$ cat src/rtl/adain_sched_pkg.sv
// rtl/adain_sched_pkg.sv - shared state encoding and core command codes for adain_sched
package adain_sched_pkg;

  typedef enum logic [2:0] {
    IDLE,
    ST_ISSUE,
    ST_WAIT,
    NM_ISSUE,
    NM_RUN,
    NEXT,
    DRAIN
  } state_t;

  localparam logic [1:0] START_NONE = 2'b00;
  localparam logic [1:0] START_STAT = 2'b01;
  localparam logic [1:0] START_NORM = 2'b10;

  localparam logic [1:0] DONE_STAT  = 2'd1;
  localparam logic [1:0] DONE_PIXEL = 2'd2;

  // Cycles core_done is ignored after a stats issue, and settle cycles after the last pixel.
  localparam int BLANK_CYCLES = 2;
  localparam int GUARD_CYCLES = 2;

endpackage

$ cat src/rtl/adain_sched_if.sv
// rtl/adain_sched_if.sv - output pixel stream with valid/ready handshake
interface adain_sched_if #(
  parameter int DW = 16
) ();
  logic          m_valid;
  logic          m_ready;
  logic [DW-1:0] m_data;

  modport master (output m_valid, output m_data, input m_ready);
  modport slave  (input m_valid, input m_data, output m_ready);
endinterface

$ cat src/rtl/adain_sched_fifo.sv
// rtl/adain_sched_fifo.sv - synchronous FIFO buffering core output pixels
module sync_fifo #(
  parameter int W     = 16,
  parameter int DEPTH = 16
) (
  input  logic                       clk,
  input  logic                       rst_n,
  input  logic                       push,
  input  logic [W-1:0]               din,
  input  logic                       pop,
  output logic [W-1:0]               dout,
  output logic                       full,
  output logic                       empty,
  output logic [$clog2(DEPTH):0]     count
);
  localparam int AW = $clog2(DEPTH);

  logic [W-1:0]  mem [DEPTH];
  logic [AW-1:0] wr_ptr;
  logic [AW-1:0] rd_ptr;
  logic          do_push;
  logic          do_pop;

  assign empty   = (count == '0);
  assign full    = (count == (AW+1)'(DEPTH));
  assign do_pop  = pop && !empty;
  // A pop frees the head slot in the same cycle, so a push into a full FIFO is accepted then.
  assign do_push = push && (!full || do_pop);
  assign dout    = mem[rd_ptr];

  always_ff @(posedge clk) begin
    if (do_push) mem[wr_ptr] <= din;
  end

  always_ff @(posedge clk) begin
    if (!rst_n) begin
      wr_ptr <= '0;
      rd_ptr <= '0;
      count  <= '0;
    end else begin
      if (do_push) wr_ptr <= wr_ptr + 1'b1;
      if (do_pop)  rd_ptr <= rd_ptr + 1'b1;
      case ({do_push, do_pop})
        2'b10:   count <= count + 1'b1;
        2'b01:   count <= count - 1'b1;
        default: count <= count;
      endcase
    end
  end
endmodule

$ cat src/rtl/adain_sched.sv
// rtl/adain_sched.sv - per-channel AdaIN job sequencer: stats, normalize, buffered pixel output
module adain_sched
  import adain_sched_pkg::*;
#(
  parameter int N_MAX      = 128,
  parameter int C_MAX      = 512,
  parameter int DW         = 16,
  parameter int FIFO_DEPTH = 16
) (
  input  logic                         clk,
  input  logic                         rst_n,
  input  logic [$clog2(N_MAX+1)-1:0]   cfg_n,
  input  logic [$clog2(C_MAX+1)-1:0]   cfg_c,
  input  logic                         go,
  output logic                         busy,
  output logic                         job_done,
  output logic                         err_ovf,
  output logic [1:0]                   core_start,
  output logic [$clog2(N_MAX+1)-1:0]   core_n,
  input  logic [1:0]                   core_done,
  input  logic                         core_out_en,
  input  logic [DW-1:0]                core_out_data,
  output logic [$clog2(C_MAX)-1:0]     ch_idx,
  adain_sched_if.master                m
);
  localparam int NW = $clog2(N_MAX+1);
  localparam int CW = $clog2(C_MAX+1);
  localparam int IW = $clog2(C_MAX);
  localparam int PW = 2*NW;

  state_t                    state, state_nx;
  logic [NW-1:0]             n_q;
  logic [CW-1:0]             c_q;
  logic [IW-1:0]             ch_q;
  logic [PW-1:0]             pix_cnt;
  logic [PW-1:0]             pix_total;
  logic [1:0]                blank_cnt;
  logic [1:0]                guard_cnt;
  logic                      ovf_q;

  logic                      fifo_full;
  logic                      fifo_empty;
  logic                      fifo_pop;
  logic                      fifo_drop;
  logic                      fifo_idle;
  logic [$clog2(FIFO_DEPTH):0] fifo_cnt;

  logic                      go_ok;
  logic                      last_ch;
  logic                      blank_over;
  logic                      pix_all;

  sync_fifo #(
    .W     (DW),
    .DEPTH (FIFO_DEPTH)
  ) u_fifo (
    .clk   (clk),
    .rst_n (rst_n),
    .push  (core_out_en),
    .din   (core_out_data),
    .pop   (fifo_pop),
    .dout  (m.m_data),
    .full  (fifo_full),
    .empty (fifo_empty),
    .count (fifo_cnt)
  );

  assign m.m_valid  = !fifo_empty;
  assign fifo_pop   = m.m_valid && m.m_ready;
  assign fifo_drop  = core_out_en && fifo_full && !fifo_pop;
  assign fifo_idle  = (fifo_cnt == '0);

  assign go_ok      = go && (cfg_n >= NW'(2)) && (cfg_c >= CW'(1));
  assign last_ch    = (CW'(ch_q) == c_q - CW'(1));
  assign pix_total  = PW'(n_q) * PW'(n_q);
  assign blank_over = (blank_cnt == 2'(BLANK_CYCLES));
  assign pix_all    = (pix_cnt == pix_total);

  assign busy    = (state != IDLE);
  assign err_ovf = ovf_q;
  assign core_n  = n_q;
  assign ch_idx  = ch_q;

  always_comb begin
    state_nx   = state;
    core_start = START_NONE;
    job_done   = 1'b0;
    case (state)
      IDLE:     if (go_ok) state_nx = ST_ISSUE;
      ST_ISSUE: begin
        core_start = START_STAT;
        state_nx   = ST_WAIT;
      end
      // A done level left over from the previous channel is masked until blanking expires.
      ST_WAIT:  if (blank_over && core_done == DONE_STAT) state_nx = NM_ISSUE;
      NM_ISSUE: if (fifo_idle) begin
        core_start = START_NORM;
        state_nx   = NM_RUN;
      end
      NM_RUN:   if (pix_all && guard_cnt == 2'(GUARD_CYCLES-1)) state_nx = NEXT;
      NEXT:     state_nx = last_ch ? DRAIN : ST_ISSUE;
      DRAIN:    if (fifo_idle) begin
        job_done = 1'b1;
        state_nx = IDLE;
      end
      default:  state_nx = IDLE;
    endcase
  end

  always_ff @(posedge clk) begin
    if (!rst_n) begin
      state     <= IDLE;
      n_q       <= '0;
      c_q       <= '0;
      ch_q      <= '0;
      pix_cnt   <= '0;
      blank_cnt <= '0;
      guard_cnt <= '0;
      ovf_q     <= 1'b0;
    end else begin
      state <= state_nx;

      if (state == IDLE && go_ok) begin
        n_q  <= cfg_n;
        c_q  <= cfg_c;
        ch_q <= '0;
      end else if (state == NEXT && !last_ch) begin
        ch_q <= ch_q + 1'b1;
      end

      if (state == ST_ISSUE) blank_cnt <= '0;
      else if (state == ST_WAIT && !blank_over) blank_cnt <= blank_cnt + 1'b1;

      if (state != NM_RUN && state_nx == NM_RUN) begin
        pix_cnt   <= '0;
        guard_cnt <= '0;
      end else if (state == NM_RUN) begin
        if (!pix_all) begin
          if (core_out_en) pix_cnt <= pix_cnt + 1'b1;
        end else begin
          guard_cnt <= guard_cnt + 1'b1;
        end
      end

      if (state == IDLE && go_ok) ovf_q <= 1'b0;
      else if (fifo_drop)         ovf_q <= 1'b1;
    end
  end
endmodule

$ cat src/flat_wrapper.sv
// flat-port wrapper written by rule: the top's interface ports become plain ports
module adain_sched_flat import adain_sched_pkg::*;
#(
  parameter int N_MAX      = 128,
  parameter int C_MAX      = 512,
  parameter int DW         = 16,
  parameter int FIFO_DEPTH = 16
)
  (clk, rst_n, cfg_n, cfg_c, go, busy, job_done, err_ovf, core_start, core_n, core_done, core_out_en, core_out_data, ch_idx, m_m_valid, m_m_data, m_m_ready);
  adain_sched_if #(.DW(DW)) m_i ();
  input  logic clk;
  input  logic rst_n;
  input  logic [$clog2(N_MAX+1)-1:0] cfg_n;
  input  logic [$clog2(C_MAX+1)-1:0] cfg_c;
  input  logic go;
  output logic busy;
  output logic job_done;
  output logic err_ovf;
  output logic [1:0] core_start;
  output logic [$clog2(N_MAX+1)-1:0] core_n;
  input  logic [1:0] core_done;
  input  logic core_out_en;
  input  logic [DW-1:0] core_out_data;
  output logic [$clog2(C_MAX)-1:0] ch_idx;
  output wire logic [$bits(m_i.m_valid)-1:0] m_m_valid;
  output wire logic [$bits(m_i.m_data)-1:0] m_m_data;
  input wire logic [$bits(m_i.m_ready)-1:0] m_m_ready;
  assign m_m_valid = m_i.m_valid;
  assign m_m_data = m_i.m_data;
  assign m_i.m_ready = m_m_ready;
  adain_sched #(.N_MAX(N_MAX), .C_MAX(C_MAX), .DW(DW), .FIFO_DEPTH(FIFO_DEPTH)) u_core (.clk(clk), .rst_n(rst_n), .cfg_n(cfg_n), .cfg_c(cfg_c), .go(go), .busy(busy), .job_done(job_done), .err_ovf(err_ovf), .core_start(core_start), .core_n(core_n), .core_done(core_done), .core_out_en(core_out_en), .core_out_data(core_out_data), .ch_idx(ch_idx), .m(m_i));
endmodule
$ cat config.mk
export PLATFORM = sky130hd
export DESIGN_NAME = adain_sched_flat
export DESIGN_NICKNAME = d
export VERILOG_FILES = /design/src/rtl/adain_sched_pkg.sv /design/src/rtl/adain_sched_if.sv /design/src/rtl/adain_sched_fifo.sv /design/src/rtl/adain_sched.sv /design/src/flat_wrapper.sv
export SDC_FILE = /design/constraint.sdc
export NUM_CORES = 1
export LEC_CHECK = 0
export ABC_AREA = 0
export CORE_MARGIN = 3
export CORE_UTILIZATION = 65
export CTS_CLUSTER_DIAMETER = 100
export CTS_CLUSTER_SIZE = 14
export DETAILED_ROUTE_END_ITERATION = 8
export HOLD_SLACK_MARGIN = 0.05
export PLACE_DENSITY = 0.85
export SLEW_MARGIN = 20
export SYNTH_ARGS = -nofsm -noshare
export SYNTH_HDL_FRONTEND = slang
export SYNTH_HIERARCHICAL = 1
export SYNTH_SLANG_ARGS = --single-unit
$ cat constraint.sdc
create_clock -name clk -period 13.6 [get_ports clk]
set_input_delay 3.4 -clock clk [delete_from_list [all_inputs] [get_ports clk]]
set_output_delay 3.4 -clock clk [all_outputs]
set_load 0.05 [all_outputs]
### Word-level counts from Yosys, hierarchy flattened

Memory sizes are Yosys's and may differ from the RTL's. A register that Yosys moved wholly into a read port is not among the register bits.
Index checks and enable logic that the tools add are counted.

* add/sub/neg operators: 9
* $mul: 1
* magnitude comparators: 2
* equal/unequal tests: 16
* mux-type cells: 16
* bitwise logic cells: 2
* reduce and logical (&&, ||, !) cells: 28

Operator list (count)
* case mux 3 bit (7 select lines): 1
* two-way mux 3 bit: 6
* adder 16 x 1 -> 16 bit (second input constant): 1
* equality test 16 bit: 1
* multiplier 8 x 8 -> 16 bit: 1
* logical AND 1 bit: 13
* equality test 3 bit (second input constant): 4
* equality test 9 x 10 -> 1 bit: 1
* greater-or-equal comparator 10 x 1 -> 1 bit (second input constant): 1
* case mux 5 bit (2 select lines): 1
* subtractor 10 x 1 -> 10 bit (second input constant): 1
* adder 9 x 1 -> 9 bit (second input constant): 1
* adder 4 x 1 -> 4 bit (second input constant): 2
* greater-or-equal comparator 8 x 2 -> 1 bit (second input constant): 1
* two-way mux 4 bit: 2
* equality test 2 x 1 -> 1 bit (second input constant): 3
* equality test 3 x 2 -> 1 bit (second input constant): 2
* OR reduction 2 bit: 3
* adder 5 x 1 -> 5 bit (second input constant): 1
* equality test 5 bit (second input constant): 1
* logical NOT 1 bit: 5
* logical NOT 5 bit: 1
* subtractor 5 x 1 -> 5 bit (second input constant): 1
* adder 2 x 1 -> 2 bit (second input constant): 2
* other kinds (13): 18

* flip-flop bits (word level): 64
* memory bits (writable): 256
* input bits: 41
* output and inout port bits: 39
* logic and storage cells: 86
* memories: 1

Memory list
* u_core.u_fifo.mem: depth 16, width 16, read ports 1, clocked after Yosys merged registers in 1, wr ports 1, line adain_sched_fifo.sv:18 `logic [W-1:0] mem [DEPTH];`

### Depth between registers and ports, before layout

Gate-level depths: netlist of run 1.

* word-level depth: 8
* gate-level depth with buffers: 22
* gate-level depth less buffers: 19

### Hierarchy

The synthesis of run 1 kept the hierarchy.

By module, submodules not included
* sync_fifo: instances 1, cells each 518, area each 10656.5 um2, sequential area each 8027.7 um2
* adain_sched: instances 1, cells each 556, area each 4515.6 um2, sequential area each 1021.0 um2

### Worst setup path before layout of run 1

OpenSTA, ideal clock, no wires.

* kind: reg-to-output
* start point: reg u_core.u_fifo.count[0]
* end point: out job_done
* data arrival time: 2.380 ns
* data required time: 10.200 ns
* path slack: 7.820 ns
* stages on the path, launching flop included: 3
* buffers on the path: 0
* cell sequence: dfxtp_1 > or4_1 > nor4_1

* word-level cells in the longest chain between the ends: 3

RTL lines
* from (decl): line adain_sched_fifo.sv:14 `output logic [$clog2(DEPTH):0] count`
* from (signal assigned): line adain_sched_fifo.sv:44 `2'b10: count <= count + 1'b1;`
* from (signal assigned): line adain_sched_fifo.sv:45 `2'b01: count <= count - 1'b1;`
* from (signal assigned): line adain_sched_fifo.sv:46 `default: count <= count;`
* logical NOT 5 bit: line adain_sched.sv:71 `assign fifo_idle = (fifo_cnt == '0);`
* two-way mux 1 bit: line adain_sched.sv:102 `DRAIN: if (fifo_idle) begin`
* two-way mux 1 bit: line adain_sched.sv:88 `case (state)`
* to (decl): line flat_wrapper.sv:17 `output logic job_done;`

No other way between the ends.

==> run metrics, run 1 <==
f_max 144.6 MHz; pre-CTS WS 7061 ps; Core ar. 22,780 sq um; cells after synthesis 1,074; Synth area leaders edfxtp_1 (51%), mux4_2 (9.5%), dfxtp_1 (9.0%); fill cell count 1,398; Via density 6.399; CP Class reg2out; Post-Syn Nets 1,179; Syn-to-layout area delta 11.92%; Post-CTS Hold Buffers 0; Final Skew 11.59 ps; RSZ-0062 raised after global routing false; die height 158.8 microns; CP endpoint kind output pin; RD Place Congestion 0.8171; Max VDD drop 176.3 uV; crit path launch type flip-flop; Clock Latency Late Sink 520 ps; Synthesis Warnings 6; io pins 80; EDFF count, synth 256; initial antenna violation count 1; Vias 9,393; H-tree lvl count 1; vias in the first global route 9,489; final setup fails 0; CTS Sinks 324; Multi-input gate area 5699 sq um; family with the most delay on the worst path buffers and inverters; synth unique cells 66; largest net degree at the start of global routing 65; P_leak 0.005922 uW; Syn Area/Cell 14.13 sq um; die area 25,210 sq um; area share of the largest cell type after synthesis 50.67%; initial core utilization 66.61%; WL/cell 23.06 microns; WP data arrival 3520 ps; ant diodes 0; Rel. slew slack 23.22%; status finished, final reports clean; commonest non-fill, non-tap cell in the layout edfxtp_1; global-route wire length before repair 53,580 microns; layout cells sized above 1 10.91%; Final Cycle Share 50.85%; PostCTS Resize Cnt 0; hold path depth 2; Cell Area, Synth 15,170 sq um; fin. max-slew vios 0; Die X 158.8 microns; global route overflow 0; IO Port Bufs 79; clock slew at reported path FFs 70 ps; ys flop type edfxtp_1; layout net count 1,241; final worst setup slack 6685 ps; setup TNS 0 ps; Routed Antenna Nets 0; commonest non-fill, non-tap cells in the layout edfxtp_1 (256), clkdlybuf4s50_1 (79), nand2_1 (75); Initial DRC Count 786; post-route core utilization 74.55%; Final Critical Period 6915 ps; Max clock buf depth 3; DRC 0; Slowest-stage cell, CP clkdlybuf4s50_1; drt first pass iters 5; final hold vios 0; async set-reset flop share out of synthesis 0%; Data required, critical path 10,200 ps; Inserted Clock Buffers 27; register area share after synthesis 59.64%; Buf/Inv on CP 2; Synth area leader edfxtp_1; Pwr Density 145.6 nW/um^2; Cell Chain, Critical Path buf_6, mux4_2, a22oi_1, nand2_1, clkdlybuf4s50_1; max incr delay on CP 720 ps; hold crit path type reg2reg; Total GRT Usage 27.18%; CTS tree built; actual slew at the worst max-slew pin 1152 ps; DP HPWL 20,000 microns; clock root buffer clkbuf_16; max-cap violation count 0; WP depth 5; final WL 33,850 microns; row cnt 55; setup bufs post-CTS 0; crit-path max FO 53; Yosys reg bits 324; R2R depth 15; FF/Latch Area 9054 sq um
## area by class of cell
cell class	instances	share of cell area, %
sequential	324	53.32
clock inverter	2	0.2284
inverter	54	1.194
tap	313	2.306
timing repair buffer	86	4.989
clock buffer	46	4.399
multi-input combinational	643	33.56
## per-layer routing
metal  GRT usage (%)  part of all wire, %
met1           36.54                   39
met2           44.73                   50
met3           5.427                  7.7
met4           9.988                  3.6
met5               0                0.038
## power by group
group	leakage, uW	switching, uW	internal (uW)
registers	0.00287	45.2	1110
logic	0.00268	346	257
clock network	0.000374	324	391
## cells by family after synthesis
group	count (synthesis)	share of synthesized area, %
xor gates and xnor gates	54	3.117
and+or+nand+nor	295	10.04
muxes	90	11.22
DFF	324	59.64
adders and majority gates	64	6.416
buffers and inverters	107	2.870
AOI/OAI and AO/OA	140	6.697
## worst paths after layout
path	start	end	slack, ps
hold reg to reg	u_core/pix_cnt[15]$_SDFFE_PP0P_	u_core/pix_cnt[15]$_SDFFE_PP0P_	500
hold / removal	u_core/pix_cnt[15]$_SDFFE_PP0P_	u_core/pix_cnt[15]$_SDFFE_PP0P_	500
setup / recovery	flip-flop	m_m_data[7]	6680
setup reg to reg	u_core/core_n[2]$_SDFFE_PN0P_	u_core/pix_cnt[14]$_SDFFE_PP0P_	7740
## per-stage QoR
stage	cells	area [sq um]	total power, uW	hold slack (ps)
after floorplan	1074	15170	1622	451.9
after global placement	1420	16180	1753	471.7
after detailed placement	1420	16180	1767	486.0
after CTS	1468	16970	2481	501.4
after global routing	1468	16980	2573	535.7
final	1468	16980	2472	496.0
## synth_stat cells, drive strengths merged (12+ instances only)
| cell type | instances |
|---|---|
| dfxtp | 68 |
| nor2 | 58 |
| mux4 | 64 |
| buf | 19 |
| mux2i | 25 |
| a22oi | 32 |
| clkbuf | 34 |
| xor2 | 26 |
| nand3 | 21 |
| nand2 | 75 |
| a21oi | 25 |
| inv | 54 |
| nand4 | 15 |
| ha | 41 |
| or4 | 12 |
| fa | 23 |
| edfxtp | 256 |
| and2 | 38 |
| xnor2 | 28 |
| nor2b | 16 |
| o21ai | 23 |
## flip-flops by register name (all words and copies together), names as in the netlist, named ones only
signal,cells
u_core/blank_cnt,2
u_core/u_fifo/wr_ptr,4
u_core/pix_cnt,16
u_core/u_fifo/mem,256
u_core/u_fifo/count,5
u_core/c_q,10
u_core/u_fifo/rd_ptr,4
u_core/state,3
u_core/core_n,8
u_core/guard_cnt,2
u_core/err_ovf,1
u_core/ch_idx,9
## worst register-to-register path, cell delays in order (launching register included)
cell	delay [ps]
dfxtp_1	690
nand2_1	190
fa_1	640
fa_1	460
fa_1	560
inv_1	60
fa_1	470
ha_1	410
a21oi_1	420
o21bai_1	110
a221oi_1	370
xnor2_1	170
nand4b_1	210
o21ai_2	690
or4_1	230
a21oi_1	60
No activity file was read; power rests on OpenSTA's default activity.
==> run 2, diff against run 1 <==
- CORE_UTILIZATION: 65 -> 60
- PLACE_DENSITY: 0.85 -> 0.8
- clock period: 13.6 -> 6.5 ns (I/O delays scaled with it)
==> run 2 against run 1 <==
Sequential cell count is the same. Critical path depth grew 11. Final cell count grew 0.89%. Die area grew 8.0%. Design area is the same. First-iteration DRC count grew 0.89%. Setup slack lost 5600 ps. Non-clock buffer count grew 2. Wire length shrank 0.57%. Sequential share of layout area is the same. Highest routed layer unchanged.
==> run metrics, run 2 (synthesis results as in run 1) <==
Post-CTS Hold Buffers 0; Slowest-stage cell, CP dfxtp_1; final setup fails 0; Initial DRC Count 793; CP Class reg2reg; Routed Antenna Nets 0; die height 165.0 microns; largest registers u_core/u_fifo/mem x256, u_core/pix_cnt x16, u_core/c_q x10; Inserted Clock Buffers 27; Max clock buf depth 3; status finished, final reports clean; Data required, critical path 6940 ps; Final Skew 20.01 ps; RR Endpoint u_core/pix_cnt[14]$_SDFFE_PP0P_; ant diodes 0; Final Critical Period 5422 ps; Cell Chain, Critical Path nand2_1, fa_1, fa_1, fa_1, inv_1, fa_1, ha_1, a21oi_1, o21bai_1, a221oi_1, xnor2_1, nand4b_1, o21ai_1, buf_4, or4_1, a21oi_1; family with the most delay on the worst path adder cells; Max VDD drop 268.7 uV; largest net degree at the start of global routing 45; max FFs per register 256; gr busiest metal met2; Syn-to-layout area delta 11.92%; clock slew at reported path FFs 70 ps; Total GRT Usage 24.95%; met3 Resource Use GR 4.214%; max-cap violation count 0; Biggest register u_core/u_fifo/mem; max incr delay on CP 610 ps; final WL 33,660 microns; Pwr Density 301.9 nW/um^2; layout cells sized above 1 11.06%; crit path launch type flip-flop; f_max 184.4 MHz; GRT met1 Usage 33.37%; CP endpoint kind flip-flop; WL/cell 22.73 microns; Via density 6.254; Clock Latency Late Sink 530 ps; commonest non-fill, non-tap cells in the layout edfxtp_1 (256), clkdlybuf4s50_1 (79), nand2_1 (75); PostCTS Resize Cnt 0; global route overflow 0; Placed Area 16,210 sq um; RSZ-0062 raised after global routing false; layout net count 1,243; CP most frequent cell fa_1; Worst setup startpoint u_core/core_n[2]$_SDFFE_PN0P_; Critical Path Sink u_core/pix_cnt[14]$_SDFFE_PP0P_; die area 27,230 sq um; Buf/Inv on CP 2; Rel. slew slack 22.46%; Finished Cell Area 16,980 sq um; actual slew at the worst max-slew pin 1163 ps; Core ar. 24,600 sq um; initial core utilization 61.66%; final hold vios 0; P_leak 0.005921 uW; R2R Setup Slk 1080 ps; io pins 80; crit-path max FO 21; clock root buffer clkbuf_16; DRC 0; row cnt 57; CTS tree built; RD Place Congestion 0.8512; Die X 165.0 microns; met2 usage 41.99%; Vias 9,262; commonest non-fill, non-tap cell in the layout edfxtp_1; fin. max-slew vios 0; initial antenna violation count 1; WP depth 16; setup bufs post-CTS 0; IO Port Bufs 79; CTS Sinks 324; setup TNS 0 ps; drt first pass iters 5; DP HPWL 20,440 microns; Final Cycle Share 83.41%; R2R depth 16; vias in the first global route 9,161; global-route wire length before repair 51,680 microns; H-tree lvl count 1; hold crit path type reg2reg; reg2reg start u_core/core_n[2]$_SDFFE_PN0P_; WP data arrival 5860 ps
## run 2: how the worst min path moves through the flow
stage                                     start                          endpoint  slack [ps]  depth (start not counted)
6_report        u_core/pix_cnt[15]$_SDFFE_PP0P_   u_core/pix_cnt[15]$_SDFFE_PP0P_         510                          2
5_1_grt         u_core/pix_cnt[15]$_SDFFE_PP0P_   u_core/pix_cnt[15]$_SDFFE_PP0P_         530                          2
4_1_cts         u_core/pix_cnt[15]$_SDFFE_PP0P_   u_core/pix_cnt[15]$_SDFFE_PP0P_         510                          2
3_5_place_dp    u_core/pix_cnt[15]$_SDFFE_PP0P_   u_core/pix_cnt[15]$_SDFFE_PP0P_         500                          2
3_3_place_gp   u_core/guard_cnt[1]$_SDFFE_PP0P_  u_core/guard_cnt[1]$_SDFFE_PP0P_         490                          2
2_1_floorplan   u_core/pix_cnt[15]$_SDFFE_PP0P_   u_core/pix_cnt[15]$_SDFFE_PP0P_         450                          2
## run 2: area by class of cell
type                    instances  area (sq um)
repair buffers                 88         858.3
clock buffers                  46         747.0
well taps                     324         405.4
fillers                      1642          7625
clock inverters                 2         15.01
inverters                      54         202.7
flip-flops and latches        324          9054
multi-input cells             643          5698
## run 2: power breakdown
part / switching, uW / internal, uW / leakage, uW
registers: 108 / 2320 / 0.00287
logic: 702 / 542 / 0.00269
clock network: 678 / 778 / 0.000363
## run 2: stage by stage
step	util, %	setup WS, ps	cells	total power [uW]	hold slack [ps]
2_1_floorplan	-	968.4	1074	3394	451.9
3_3_place_gp	65.87	1251	1433	3676	489.8
3_5_place_dp	65.87	1137	1433	3703	499.1
4_1_cts	68.97	1104	1481	5158	510.3
5_1_grt	69.01	670.1	1481	5344	528.1
6_report	69.01	1078	1481	5126	505.1
## run 2: worst register-to-register path, stage by stage, from the launching register on
cell	delay, ps
dfxtp_1	610
nand2_1	150
fa_1	560
fa_1	540
fa_1	550
inv_1	60
fa_1	470
ha_1	400
a21oi_1	370
o21bai_1	130
a221oi_1	310
xnor2_1	110
nand4b_1	130
o21ai_1	80
buf_4	200
or4_1	520
a21oi_1	150
## run 2: routing by layer
layer / wire [microns] / part of all wire, %
met2: 17010 / 51
met4: 871 / 2.6
met3: 2486 / 7.4
met5: 13 / 0.039
met1: 13280 / 39
==> run 3, diff against run 2 <==
- clock period: 6.5 -> 5.1 ns (I/O delays scaled with it)
==> run 3 against run 2 <==
First-iteration DRC count increased by 2.4%. Register-to-register slack got worse by 920 ps. Clock skew about the same.
==> run metrics, run 3 (synthesis results as in run 1) <==
status finished, final reports clean; pre-CTS WS 43.72 ps; commonest non-fill, non-tap cell in the layout edfxtp_1; actual slew at the worst max-slew pin 884.6 ps; max-cap violation count 0; P_sw 1953 uW; row cnt 57; Int Pwr 4689 uW; WP data arrival 5410 ps; CP endpoint kind flip-flop; clock root buffer clkbuf_16; Post-CTS Hold Buffers 0; CP Class reg2reg; f_max 202.4 MHz; Initial DRC Count 812; switch share 29.40%; DRC 0; CTS Sinks 324; ant diodes 0; Clock Latency Late Sink 560 ps; layout net count 1,271; RSZ-0062 raised after global routing true; P_leak 0.006105 uW; Slowest-stage cell, CP fa_1; hold crit path type reg2reg; max incr delay on CP 540 ps; commonest non-fill, non-tap cells in the layout edfxtp_1 (256), clkdlybuf4s50_1 (79), nand2_1 (75); Vias 9,470; Final Cycle Share 96.88%; final setup fails 0; die height 165.0 microns; post-route core utilization 70.40%; crit-path max FO 21; Total GRT Usage 25.53%; vias in the first global route 9,450; Finished Cell Area 17,320 sq um; clock share of power 28.8%; initial antenna violation count 0; Flop pwr share 46.5%; Comb pwr share 24.8%; Max VDD drop 341.2 uV; max FFs per register 256; Max clock buf depth 3; global-route wire length before repair 53,040 microns; CP most frequent cell fa_1; IO Port Bufs 79; Syn-to-layout area delta 14.17%; Inserted Clock Buffers 27; Core ar. 24,600 sq um; Pwr Density 383.4 nW/um^2; final worst setup slack 159.3 ps; RD Place Congestion 0.9060; CTS tree built; DP HPWL 21,010 microns; final hold vios 0; Biggest register u_core/u_fifo/mem; Data required, critical path 5570 ps; Routed Antenna Nets 0; clock slew at reported path FFs 70 ps; total power 6641 uW; io pins 80; largest net degree at the start of global routing 37; die area 27,230 sq um; largest registers u_core/u_fifo/mem x256, u_core/pix_cnt x16, u_core/c_q x10; crit path launch type flip-flop; initial core utilization 61.66%; drt first pass iters 5; H-tree lvl count 1; Final Critical Period 4941 ps; Die X 165.0 microns; WL/cell 22.43 microns; Final Skew 19.96 ps; Placed Area 16,430 sq um; final WL 33,890 microns; layout cells sized above 1 13.98%; Rel. slew slack 41.03%; global route overflow 0; fin. max-slew vios 0; Via density 6.267; Cell Chain, Critical Path nand2_1, fa_1, fa_1, fa_1, fa_1, inv_1, ha_4, a21oi_1, o31ai_2, nor2_1, o211a_1, o211ai_1, o21ai_1, buf_12, or4_1, a21oi_1
run 3: cell count changes in the layout (fill, tap and decap cells not counted), sizes merged:
cell    delta
buf       +28
clkbuf     +2
run 3: layout make-up:
cell class,instances,area (sq um)
repair buffers,116,1094
well taps,324,405.4
multi-input cells,643,5751
clock buffers,48,754.5
fillers,1599,7283
clock inverters,2,36.28
flip-flops and latches,324,9079
inverters,54,202.7
run 3: per-layer routing:
metal / GRT usage (%) / share of wire (%)
met3: 4.665 / 7.7
met2: 43.55 / 51
met4: 8.502 / 3.2
met1: 33.30 / 39
met5: 0 / 0
run 3: path summary, 6_finish.rpt:
kind / startpoint / depth (start not counted) / slack [ps] / to
setup / recovery: u_core/core_n[6]$_SDFFE_PN0P_ / 16 / 160 / u_core/pix_cnt[14]$_SDFFE_PP0P_
setup reg to reg: u_core/core_n[6]$_SDFFE_PN0P_ / 16 / 160 / u_core/pix_cnt[14]$_SDFFE_PP0P_
hold / removal: u_core/err_ovf$_SDFFE_PP0P_ / 1 / 470 / u_core/err_ovf$_SDFFE_PP0P_
hold reg to reg: u_core/err_ovf$_SDFFE_PP0P_ / 1 / 470 / u_core/err_ovf$_SDFFE_PP0P_
run 3: critical path, delay by kind of cell, from the launching register on:
kind | cells | cell delay, ps
buffers and inverters | 2 | 230
adders and majority gates | 5 | 2400
DFF | 1 | 410
and+or+nand+nor | 3 | 740
AOI/OAI and AO/OA | 6 | 1080
run 3: repair_timing:
action / 4_1_cts / 5_1_grt
endpoints found under the setup margin: 0 / 13
setup buffers: 0 / 6
resized for setup: 0 / 10
run 3: stage by stage:
stage / hold WS [ps] / TNS (ps) / cells
after floorplan: 451.9 / 0 / 1074
final: 470.5 / 0 / 1511
after global placement: 467.2 / 0 / 1455
after CTS: 470.0 / 0 / 1505
after global routing: 483.7 / -83.24 / 1511
after detailed placement: 453.5 / 0 / 1455
run 3: power by group through the flow:
stage | logic (uW) | clock network [uW] | registers [uW]
floorplan | 1260 | 0 | 3070
global placement | 1580 | 0 | 3140
detailed placement | 1620 | 0 | 3140
CTS | 1640 | 1940 | 3090
global route | 1770 | 2040 | 3110
finish | 1650 | 1910 | 3090
